[src/rtl/key_pkg.sv]
// rtl/key_pkg.sv - shared types, 50 MHz defaults and width helper for the key debouncer
package key_pkg;

   typedef enum logic [1:0] {
      ST_IDLE   = 2'd0,
      ST_HOLD   = 2'd1,
      ST_REPEAT = 2'd2
   } key_state_t;

   localparam int DEB_CYCLES_50M    = 1_000_000;   // 20 ms
   localparam int HOLD_CYCLES_50M   = 25_000_000;  // 500 ms
   localparam int REPEAT_CYCLES_50M = 5_000_000;   // 100 ms

   // Counter width able to hold 0..n-1, never narrower than one bit.
   function automatic int cnt_width(input int n);
      return (n < 2) ? 1 : $clog2(n);
   endfunction

endpackage

[src/rtl/key_sync_filter.sv]
// rtl/key_sync_filter.sv - 2-flop synchronizer and consecutive-sample debounce filter
module key_sync_filter
   import key_pkg::*;
#(
   parameter int DEB_CYCLES = DEB_CYCLES_50M
) (
   input  logic clk_i,
   input  logic rst_i,
   input  logic key_n_i,
   output logic level_o,
   output logic changed_o
);

   localparam int             DW       = cnt_width(DEB_CYCLES);
   localparam logic [DW-1:0]  DEB_LAST = DW'(DEB_CYCLES - 1);

   logic          sync1_q, sync2_q;
   logic          stable_q, stable_d;
   logic          changed_q, changed_d;
   logic [DW-1:0] cnt_q, cnt_d;
   logic          sample_pressed;

   assign sample_pressed = ~sync2_q;

   // Any matching sample restarts the count, so short glitches leave no trace.
   always_comb begin
      stable_d  = stable_q;
      changed_d = 1'b0;
      cnt_d     = '0;
      if (sample_pressed != stable_q) begin
         if (cnt_q == DEB_LAST) begin
            stable_d  = ~stable_q;
            changed_d = 1'b1;
         end else begin
            cnt_d = cnt_q + DW'(1);
         end
      end
   end

   always_ff @(posedge clk_i) begin
      if (rst_i) begin
         sync1_q   <= 1'b1;
         sync2_q   <= 1'b1;
         stable_q  <= 1'b0;
         changed_q <= 1'b0;
         cnt_q     <= '0;
      end else begin
         sync1_q   <= key_n_i;
         sync2_q   <= sync1_q;
         stable_q  <= stable_d;
         changed_q <= changed_d;
         cnt_q     <= cnt_d;
      end
   end

   assign level_o   = stable_q;
   assign changed_o = changed_q;

endmodule

[src/rtl/key_debounce.sv]
// rtl/key_debounce.sv - debounced push-button with press/release pulses and hold-to-repeat
module key_debounce
   import key_pkg::*;
#(
   parameter int DEB_CYCLES    = DEB_CYCLES_50M,
   parameter int HOLD_CYCLES   = HOLD_CYCLES_50M,
   parameter int REPEAT_CYCLES = REPEAT_CYCLES_50M
) (
   input  logic CLOCK_50,
   input  logic RESET,
   input  logic KEY_N,
   output logic key_level,
   output logic press_pulse,
   output logic release_pulse,
   output logic repeat_pulse
);

   localparam int            HR_MAX      = (HOLD_CYCLES > REPEAT_CYCLES) ? HOLD_CYCLES : REPEAT_CYCLES;
   localparam int            CW          = cnt_width(HR_MAX);
   localparam logic [CW-1:0] HOLD_LAST   = CW'(HOLD_CYCLES - 1);
   localparam logic [CW-1:0] REPEAT_LAST = CW'(REPEAT_CYCLES - 1);

   logic          stable_level;
   logic          stable_changed;
   key_state_t    state_q;
   logic [CW-1:0] cnt_q;
   logic          level_q, press_q, release_q, repeat_q;

   key_sync_filter #(
      .DEB_CYCLES (DEB_CYCLES)
   ) u_filter (
      .clk_i     (CLOCK_50),
      .rst_i     (RESET),
      .key_n_i   (KEY_N),
      .level_o   (stable_level),
      .changed_o (stable_changed)
   );

   // Release is tested before the terminal count so it wins a same-cycle collision.
   always_ff @(posedge CLOCK_50) begin
      if (RESET) begin
         state_q   <= ST_IDLE;
         cnt_q     <= '0;
         level_q   <= 1'b0;
         press_q   <= 1'b0;
         release_q <= 1'b0;
         repeat_q  <= 1'b0;
      end else begin
         press_q   <= 1'b0;
         release_q <= 1'b0;
         repeat_q  <= 1'b0;
         case (state_q)
            ST_IDLE: begin
               cnt_q <= '0;
               if (stable_changed && stable_level) begin
                  state_q <= ST_HOLD;
                  level_q <= 1'b1;
                  press_q <= 1'b1;
               end
            end
            ST_HOLD: begin
               if (stable_changed && !stable_level) begin
                  state_q   <= ST_IDLE;
                  level_q   <= 1'b0;
                  release_q <= 1'b1;
                  cnt_q     <= '0;
               end else if (cnt_q == HOLD_LAST) begin
                  state_q  <= ST_REPEAT;
                  repeat_q <= 1'b1;
                  cnt_q    <= '0;
               end else begin
                  cnt_q <= cnt_q + CW'(1);
               end
            end
            ST_REPEAT: begin
               if (stable_changed && !stable_level) begin
                  state_q   <= ST_IDLE;
                  level_q   <= 1'b0;
                  release_q <= 1'b1;
                  cnt_q     <= '0;
               end else if (cnt_q == REPEAT_LAST) begin
                  repeat_q <= 1'b1;
                  cnt_q    <= '0;
               end else begin
                  cnt_q <= cnt_q + CW'(1);
               end
            end
            default: begin
               state_q <= ST_IDLE;
               level_q <= 1'b0;
               cnt_q   <= '0;
            end
         endcase
      end
   end

   assign key_level     = level_q;
   assign press_pulse   = press_q;
   assign release_pulse = release_q;
   assign repeat_pulse  = repeat_q;

endmodule

[config.mk]
export PLATFORM = sky130hd
export DESIGN_NAME = key_debounce
export DESIGN_NICKNAME = d
export VERILOG_FILES = /design/src/rtl/key_pkg.sv /design/src/rtl/key_sync_filter.sv /design/src/rtl/key_debounce.sv
export SDC_FILE = /design/constraint.sdc
export NUM_CORES = 1
export LEC_CHECK = 0
export BUFFER_PORTS_ARGS = -buffer_cell sky130_fd_sc_hd__clkbuf_2
export CAP_MARGIN = 10
export CORE_AREA = 8 8 94 96
export CTS_BUF_LIST = sky130_fd_sc_hd__clkbuf_4 sky130_fd_sc_hd__clkbuf_8
export DETAILED_ROUTE_END_ITERATION = 12
export DIE_AREA = 0 0 102 104
export SYNTH_ARGS = -nofsm -noshare
export SYNTH_HDL_FRONTEND = slang
export SYNTH_SLANG_ARGS = --single-unit
export TNS_END_PERCENT = 5
[constraint.sdc]
create_clock -name CLOCK_50 -period 3.6 [get_ports CLOCK_50]
set_clock_uncertainty 0.05 [all_clocks]
set_input_delay 0.72 -clock CLOCK_50 [delete_from_list [all_inputs] [get_ports CLOCK_50]]
set_output_delay 0.72 -clock CLOCK_50 [all_outputs]
set_load 0.005 [all_outputs]
==> run metrics, run 1 <==
reg2reg path depth=6; top-count cell post-synth=nor2_1; setup repair bufs after CTS=0; H-tree depth=2; Seq/Total Area, Yosys=0.437; total power=roughly 0.98 mW; Syn Inst Count=276; # DRC=0; WL/cell=10.8 um; largest cells by area after synthesis=dfxtp_1 (44%), nor2_1 (8.5%), xor2_1 (8.3%); Avg Cell Area, Syn=between 9 and 10 um2; worst path cell trace=ha_1 -> and4_1 -> nand2_1 -> nand4b_1 -> nand2b_1 -> nor2_1; clk sinks=55; Data required, critical path=roughly 3.7 ns; delay-heaviest family, CP=simple AND/OR/NAND/NOR gates; slew of the pin with the lowest slew margin=0.729 ns; CP Capture Type=flip-flop; Num CTS Buffers=5; Final Util=0.367; synthesis-stage register bit count=55; hpwl dp=2970 um; # resized after CTS=0; post-layout net count=291; setup slack, reg-to-reg=1.52 ns; Pleak=0.857 nW; CP Max Fanout=20; FMAX=480 MHz; Pre-Repair DR Iteration Count=4; final worst-path cycle share=0.579; total wire length=between 4000 and 5000 um; Skew-Pair Late Insertion Delay=between 0.3 and 0.4 ns; CTS Root Cell=clkbuf_8; critical path's largest stage delay=0.58 ns; Die Width=102 um; final setup violation count=0; area post-placement=2640 um2; cts hold-fix bufs=0; pwr dens=360 nW/um2; Max Cap Viol=0; initial antenna violation count=0; Core Region=7450 um2; hold path start=u_filter.sync1_q; count of final hold-check violations=0; Synth area leader=dfxtp_1; worst slack at placement=1.47 ns; GRT Total Usage=0.0860; Hold Crit Endpoint=u_filter.sync2_q; Die ar.=10600 um2; Rows=32; number of synthesized flops with an enable pin=0; outcome=finished, final reports clean; share of the synthesized area in the top cell type=0.437; antenna viol nets, final=0; RSZ-0062 raised after global routing=false; synthesis-to-layout area growth=8.28%; Initial Util=0.339; Ports=7; Warnings, synthesis=0; Synth top cells by count=nor2_1 (57), dfxtp_1 (55), xor2_1 (24); syn nets=284; Die Height=104 um; number of global-route vias before repair=1730; main flop type after synthesis=dfxtp_1; I/O Buffers=6; CTS tree=yes; Hold Crit Depth=1; TNS Setup=0 ns; slowest CP cell=nand2b_1; n_diodes=0; Max Slew Vio Count=0; design area=approximately 2700 um2; first-pass GRT wire length=about 7700 um; largest net degree at the start of global routing=26; Initial DRC Count=72; asr flop ratio synth=0; grt ovf=0; hold crit path type=flip-flop to flip-flop; CP Class=flip-flop to flip-flop; Distinct cells, synth=40; Buffers & Inverters on Critical Path=0; worst rel slew slack=0.514; GPL Wtd Cong=~0.75; R2R Path End=u_filter.cnt_q[3]; CP arrival=2.20 ns; Clock transition at path regs=0.11 ns; routed vias=between 1500 and 2000; vias per cell=between 4 and 5; VDD IR-drop max=0.000169 V; Final WS setup=1.52 ns; share of cells above drive strength 1=0.0845; reg-to-reg startpoint=u_filter.cnt_q[0]; Final Critical Period=2.08 ns; Setup crit start kind=flip-flop; Post-Syn Area=2520 um2; Max Root-Sink Buffers=2
## how the worst max path moves through the flow
stage | end | cells past startpoint | slack [ns] | start
after floorplan | cnt_q[18] | 6 | 1.85 | RESET
after global placement | u_filter.cnt_q[17] | 6 | 1.54 | u_filter.cnt_q[0]
after detailed placement | u_filter.cnt_q[4] | 6 | 1.47 | u_filter.cnt_q[0]
after CTS | u_filter.cnt_q[3] | 6 | 1.47 | u_filter.cnt_q[0]
after global routing | u_filter.cnt_q[5] | 6 | 1.27 | u_filter.cnt_q[0]
final | u_filter.cnt_q[3] | 6 | 1.52 | u_filter.cnt_q[0]
## cells by family (layout without fill, tap and decap cells)
family / after synthesis / count (layout) / share of synthesized area
xor gates and xnor gates: 42 / 42 / 0.146
adders and majority gates: 5 / 5 / 0.0248
muxes: 1 / 1 / 0.00397
AOI/OAI and AO/OA: 10 / 10 / 0.0288
and+or+nand+nor: 152 / 152 / 0.336
DFF: 55 / 55 / 0.437
buffers and inverters: 11 / 19 / 0.0238
## metal layers
layer | share of wire | GRT usage | wire (um)
met5 | 0 | 0 | 0
met4 | 0.012 | 0.0283 | 50
met3 | 0.039 | 0.0221 | 162
met2 | 0.45 | 0.132 | 1850
met1 | 0.50 | 0.113 | 2090
## final cells by class
class	count	area, um2
sequential	55	1100
multi-input combinational	210	1360
tap	102	128
fill	761	4720
clock inverter	3	23.8
inverter	5	18.8
clock buffer	5	68.8
timing repair buffer	6	30.0
## power by group
part | total (mW) | internal [mW] | switching, mW
clock network | 0.348 | 0.141 | 0.207
logic | 0.0225 | 0.00948 | 0.0130
registers | 0.613 | 0.611 | 0.00186
## layout by cell type, fill, tap and decap left out, types with 2 or more instances in the layout
cell type / Yosys / routed
and4_1: 6 / 6
dfxtp_1: 55 / 55
xnor2_1: 18 / 18
inv_1: 5 / 5
nor4b_1: 4 / 4
xor2_1: 24 / 24
o21ai_0: 2 / 2
and3_1: 4 / 4
nor4_1: 3 / 3
nor2_1: 57 / 57
ha_1: 5 / 5
a21oi_1: 3 / 3
nand2_1: 19 / 19
clkbuf_2: 0 / 6
nor3_1: 4 / 4
or2_2: 2 / 2
nand3_1: 21 / 21
clkbuf_8: 0 / 5
nand4_1: 12 / 12
nor4_4: 3 / 3
nand2b_1: 5 / 5
## metrics by stage
step           hold slack, ns  instances
2_1_floorplan           0.339        276
3_3_place_gp            0.357        378
3_5_place_dp            0.347        378
4_1_cts                 0.372        386
5_1_grt                 0.388        386
6_report                0.367        386
## registers in the layout, indices dropped and copies added (netlist names)
name and flops:
cnt_q 25, u_filter.cnt_q 20, state_q 2, key_level 1, press_pulse 1, release_pulse 1, repeat_pulse 1, u_filter.changed_o 1
u_filter.level_o 1, u_filter.sync1_q 1, u_filter.sync2_q 1
No activity file was read; power rests on OpenSTA's default activity.
==> inputs of run 2 (changes only) <==
==> constraint.sdc (replaced) <==
create_clock -name CLOCK_50 -period 1.79 [get_ports CLOCK_50]
set_clock_uncertainty 0.05 [all_clocks]
set_input_delay 0.358 -clock CLOCK_50 [delete_from_list [all_inputs] [get_ports CLOCK_50]]
set_output_delay 0.358 -clock CLOCK_50 [all_outputs]
set_load 0.005 [all_outputs]
==> run 2 against run 1 <==
Net effect: design area grew 16%; setup slack lost 1.5 ns; die area is the same; first-iteration DRC count shrank 18%; critical endpoint is now cnt_q[5]; largest power group unchanged.
==> run metrics, run 2 (synthesized netlist as in run 1, its figures left out) <==
hpwl dp=3120 um (+5.0%); max reg flops=25 (unchanged); critical path's largest stage delay=0.36 ns (-0.22 ns); most used cell, CP=buf_6; worst slack at placement=0.0300 ns (-1.44 ns); outcome=finished, final reports clean; area post-placement=2770 um2 (+5.0%); Hold Slack=0.187 ns (-0.180 ns); grt ovf=0 (unchanged); pwr dens=714 nW/um2 (+98%); Data required, critical path=1.94 ns (-1.77 ns); Core Region=7450 um2 (unchanged); area of the multi-input gates=1490 um2 (+9.6%); total wire length=5260 um (+26%); Layout Cells excl Fill=415 (+7.5%); share of cells above drive strength 1=0.243 (+0.158); Num CTS Buffers=5 (unchanged); commonest non-fill, non-tap cell in the layout=nor2_1; Ports=7 (unchanged); number of global-route vias before repair=1870 (+8.1%); Rows=32 (unchanged); Die Width=102 um (unchanged); CTS Root Cell=clkbuf_8; delay-heaviest family, CP=simple AND/OR/NAND/NOR gates; Regs by FF count=cnt_q: 25 flops, u_filter.cnt_q: 20 flops, state_q: 2 flops; FMAX=576 MHz (+20%); reg-to-reg startpoint=cnt_q[1]; Skew-Pair Late Insertion Delay=0.30 ns (about the same); H-tree depth=2 (unchanged); WL/cell=12.7 um (+17%); R2R Path End=cnt_q[5]; Max Root-Sink Buffers=2 (unchanged); Clock transition at path regs=0.10 ns (about the same); total power=2.26 mW (+130%); worst rel slew slack=0.714 (+0.200); Final Util=0.426 (+0.0591); Pleak=1.09 nW (+27%); FF+latch area=1110 um2 (+0.79%); FILL cells=718 (-5.7%); CP Max Fanout=6 (-70%); n_diodes=0 (unchanged); synthesis-to-layout area growth=25.7%; CTS tree=yes; TNS Setup=0 ns (unchanged); routed vias=1999 (+11%); Setup crit start kind=flip-flop; Hold Crit Depth=2 (+1); CP Capture Type=flip-flop; Initial DRC Count=59 (-18%); hold path start=KEY_N; Hold Crit Endpoint=u_filter.sync1_q; post-layout net count=320 (+10%); Pre-Repair DR Iteration Count=4 (unchanged); initial antenna violation count=0 (unchanged); Final WS setup=0.0548 ns (-1.46 ns); Max Cap Viol=0 (unchanged); Die Height=104 um (unchanged); design area=3170 um2 (+16%); # DRC=0 (unchanged); first-pass GRT wire length=8200 um (+6.3%); GPL Wtd Cong=0.743 (-1.0%); hold crit path type=primary input to flip-flop; slew of the pin with the lowest slew margin=0.424 ns (-0.305 ns); CP Class=flip-flop to flip-flop; clk sinks=55 (unchanged); reg2reg path depth=8 (+2); count of final hold-check violations=0 (unchanged); Reg with most FFs=cnt_q; most frequent cells in the layout=nor2_1 (53), dfxtp_1 (48), xor2_1 (24); setup slack, reg-to-reg=0.05 ns (-1.46 ns); VDD IR-drop max=0.000262 V (+54%); slowest CP cell=dfxtp_2; largest net degree at the start of global routing=26 (unchanged); Initial Util=0.339 (unchanged); CP arrival=1.89 ns (-0.31 ns); antenna viol nets, final=0 (unchanged); final worst-path cycle share=0.969 (+0.391); Final Critical Period=1.74 ns (-0.348 ns); Max Slew Vio Count=0 (unchanged); Buffers & Inverters on Critical Path=2 (+2); GRT Total Usage=0.0917 (+0.00565); I/O Buffers=6 (unchanged); DP Cell Count=394 (+4.2%); Die ar.=10600 um2 (unchanged); worst path cell trace=ha_4 -> and4_1 -> nand4_1 -> buf_6 -> nor3_4 -> buf_6 -> o22a_4 -> nor2_1; vias per cell=4.82 (+3.0%); final setup violation count=0 (unchanged)
run 2: cell count changes in the layout (fill, tap and decap cells not counted), sizes merged:
cell      delta
buf         +24
bufinv       +2
clkbuf       +3
clkinv       -1
clkinvlp     -1
inv          -1
o22a         +3
run 2: what timing repair did:
| item | CTS | global route |
|---|---|---|
| buffers inserted | 0 | 7 |
| gates resized for setup | 0 | 34 |
| setup endpoints to repair | 0 | 47 |
| hold buffers | 0 | 0 |
run 2: how the worst max path moves through the flow:
stage / cells after the start / end / from
6_report: 8 / cnt_q[5] / cnt_q[1]
5_1_grt: 7 / cnt_q[17] / cnt_q[22]
4_1_cts: 6 / cnt_q[2] / cnt_q[1]
3_5_place_dp: 6 / cnt_q[9] / cnt_q[1]
3_3_place_gp: 6 / cnt_q[3] / cnt_q[0]
2_1_floorplan: 7 / cnt_q[10] / cnt_q[0]
run 2: layout make-up:
type	count	share of cell area
Timing Repair Buffer	32	0.0907
Tap cell	102	0.0402
Inverter	5	0.00592
Sequential cell	55	0.350
Multi-Input combinational cell	213	0.470
Clock inverter	2	0.0189
Clock buffer	6	0.0241
run 2: report_power, final:
part | internal (mW) | switching, mW | leakage [nW]
Sequential | 1.23 | 0.00366 | 0.447
Clock | 0.574 | 0.394 | 0.0688
Combinational | 0.0312 | 0.0325 | 0.571
Total | 1.83 | 0.430 | 1.09
run 2: metal layers:
| layer | track usage | routed length [um] | vias up |
|---|---|---|---|
| li1 | - | - | 1029 |
| met3 | 0.0221 | 180 | 5 |
| met5 | 0 | 0 | - |
| met4 | 0.0315 | 45 | 0 |
| met1 | 0.116 | 2620 | 946 |
| met2 | 0.147 | 2410 | 19 |
==> inputs of run 3 (changes only) <==
==> constraint.sdc (replaced) <==
create_clock -name CLOCK_50 -period 1.79 [get_ports CLOCK_50]
set_clock_uncertainty 0.05 [all_clocks]
set_input_delay 0.0895 -clock CLOCK_50 [delete_from_list [all_inputs] [get_ports CLOCK_50]]
set_output_delay 0.0895 -clock CLOCK_50 [all_outputs]
set_load 0.005 [all_outputs]
==> run 3 against run 2 <==
Net effect: register-to-register slack worse by 0.03 ns; count of clock-buffer cells in the layout unchanged; sequential share of layout area up 2.0 points; critical path depth unchanged; via count down 3.3%; first-iteration DRC count down 14%; core utilization down 2.5 points; worst hold slack better by 0.19 ns; combinational power down 13%.
==> run metrics, run 3 (synthesized netlist as in run 1, its figures left out) <==
GPL Wtd Cong=0.742 (-0.23%); # DRC=0 (unchanged); Initial Util=0.339 (unchanged); vias per cell=4.75 (-1.4%); NetSw=0.423 mW (-1.5%); antenna viol nets, final=0 (unchanged); routed vias=1933 (-3.3%); outcome=finished, final reports clean; Clock transition at path regs=0.10 ns (about the same); Final Util=0.401 (-0.0249); Core Region=7450 um2 (unchanged); reg2reg path depth=8 (unchanged); largest net degree at the start of global routing=26 (unchanged); Max Cap Viol=0 (unchanged); CTS tree=yes; final setup violation count=0 (unchanged); share of cells above drive strength 1=0.184 (-0.0592); max reg flops=25 (unchanged); Pleak=0.990 nW (-8.9%); number of global-route vias before repair=1845 (-1.3%); Regs by FF count=cnt_q: 25 flops, u_filter.cnt_q: 20 flops, state_q: 2 flops; count of final hold-check violations=0 (unchanged); setup slack, reg-to-reg=0.02 ns (-0.03 ns); Rows=32 (unchanged); Int Pwr=1.55 mW (-15%); Hold Slack=0.378 ns (+0.191 ns); Clk network pwr share=0.348 (-0.080); Die ar.=10600 um2 (unchanged); Setup crit start kind=flip-flop; Ports=7 (unchanged); worst rel slew slack=0.742 (+0.0282); post-layout net count=312 (-2.5%); met2 WL post-DR=2060 um (-15%); area of the multi-input gates=1450 um2 (-2.8%); slew of the pin with the lowest slew margin=0.382 ns (-0.0418 ns); most frequent cells in the layout=nor2_1 (56), dfxtp_1 (51), xor2_1 (24); met3 WL=143 um (-21%); I/O Buffers=6 (unchanged); Pre-Repair DR Iteration Count=4 (unchanged); Max Slew Vio Count=0 (unchanged); FMAX=565 MHz (-1.9%); CP Capture Type=flip-flop; CP Class=flip-flop to flip-flop; total wire length=4630 um (-12%); GRT Total Usage=0.0893 (-0.00240); FF+latch area=1110 um2 (-0.34%); Final Critical Period=1.77 ns (+0.0335 ns); clk sinks=55 (unchanged); Skew-Pair Late Insertion Delay=0.30 ns (about the same); Hold Crit Depth=1 (-1); CP arrival=1.92 ns (+0.03 ns); RSZ-0062 raised after global routing=true; design area=2990 um2 (-5.8%); WL met1=2390 um (-9.0%); commonest non-fill, non-tap cell in the layout=nor2_1; Die Height=104 um (unchanged); Data required, critical path=1.94 ns (about the same); hold crit path type=flip-flop to flip-flop; final worst-path cycle share=0.988 (+0.0187); pwr dens=661 nW/um2 (-7.4%); hpwl dp=3050 um (-2.1%); VDD IR-drop max=0.000285 V (+9.2%); combinational share of power=0.028 (about the same); Sw Ratio=0.214 (+0.0246); n_diodes=0 (unchanged); Reg with most FFs=cnt_q; area post-placement=2760 um2 (-0.27%); CTS Root Cell=clkbuf_8; CP Max Fanout=6 (unchanged); Reg power frac=0.624 (+0.080); Num CTS Buffers=5 (unchanged); Max Root-Sink Buffers=2 (unchanged); grt ovf=0 (unchanged); Initial DRC Count=51 (-14%); Die Width=102 um (unchanged); max layer used=met4; initial antenna violation count=0 (unchanged); first-pass GRT wire length=8000 um (-2.4%); WL/cell=11.4 um (-10%); FILL cells=767 (+6.8%); H-tree depth=2 (unchanged); synthesis-to-layout area growth=18.4%
==> run 3: changes by cell type in the layout (fill, tap and decap cells not counted), moves of 2 or more <==
| cell | change |
|---|---|
| buf_4 | -3 |
| buf_6 | -4 |
| bufinv_16 | -2 |
| clkbuf_16 | -2 |
| clkinv_4 | +2 |
| dfxtp_1 | +3 |
| dfxtp_2 | -3 |
| dlygate4sd3_1 | +2 |
| nor2_1 | +3 |
| nor2_2 | -3 |
==> run 3: timing repair <==
| action | 4_1_cts | 5_1_grt |
|---|---|---|
| hold buffers | 2 | 0 |
| cloned | 0 | 2 |
| buffers inserted | 0 | 2 |
| endpoints found under the hold margin | 3 | 0 |
| endpoints found under the setup margin | 25 | 47 |
| gates resized for setup | 0 | 19 |
| pin swaps | 1 | 3 |
==> run 3: routing by layer <==
layer	global-route usage	up-vias
li1	-	1015
met1	0.115	893
met2	0.138	20
met3	0.0241	5
met4	0.0315	0
met5	0	-
==> run 3: path summary, 6_finish.rpt <==
path,from,end
setup / recovery,cnt_q[0],cnt_q[9]
hold / removal,u_filter.sync1_q,u_filter.sync2_q
setup reg to reg,cnt_q[0],cnt_q[9]
hold reg to reg,u_filter.sync1_q,u_filter.sync2_q
==> run 3: power groups by stage <==
stage	registers, mW	logic, mW	clock network (mW)
3_5_place_dp	1.26	0.0490	0
6_report	1.23	0.0552	0.687
3_3_place_gp	1.26	0.0488	0
2_1_floorplan	1.26	0.0373	0
5_1_grt	1.23	0.0622	0.778
4_1_cts	1.23	0.0527	0.729
==> run 3: worst max-delay path: stages (launching register included) <==
cell and delay [ns]:
dfxtp_2 0.36, ha_4 0.14, and4_1 0.21, nand4_1 0.09, buf_4 0.18, nor3_4 0.21
buf_4 0.17, o22a_4 0.19, nor2_1 0.06
==> run 3: layout make-up <==
type | count | share of cell area
clock inverters | 2 | 0.00587
flip-flops and latches | 55 | 0.370
multi-input cells | 212 | 0.486
inverters | 5 | 0.00628
clock buffers | 6 | 0.0256
repair buffers | 25 | 0.0637
well taps | 102 | 0.0427
==> run 3: stage by stage <==
step           setup slack, ns  std cells  setup TNS [ns]  power (mW)
5_1_grt                -0.0484        407          -0.462        2.07
2_1_floorplan            0.142        276               0        1.30
3_5_place_dp          -0.00638        393         -0.0149        1.31
3_3_place_gp            0.0162        393               0        1.31
6_report                0.0212        407               0        1.97
4_1_cts               -0.00840        403         -0.0212        2.01
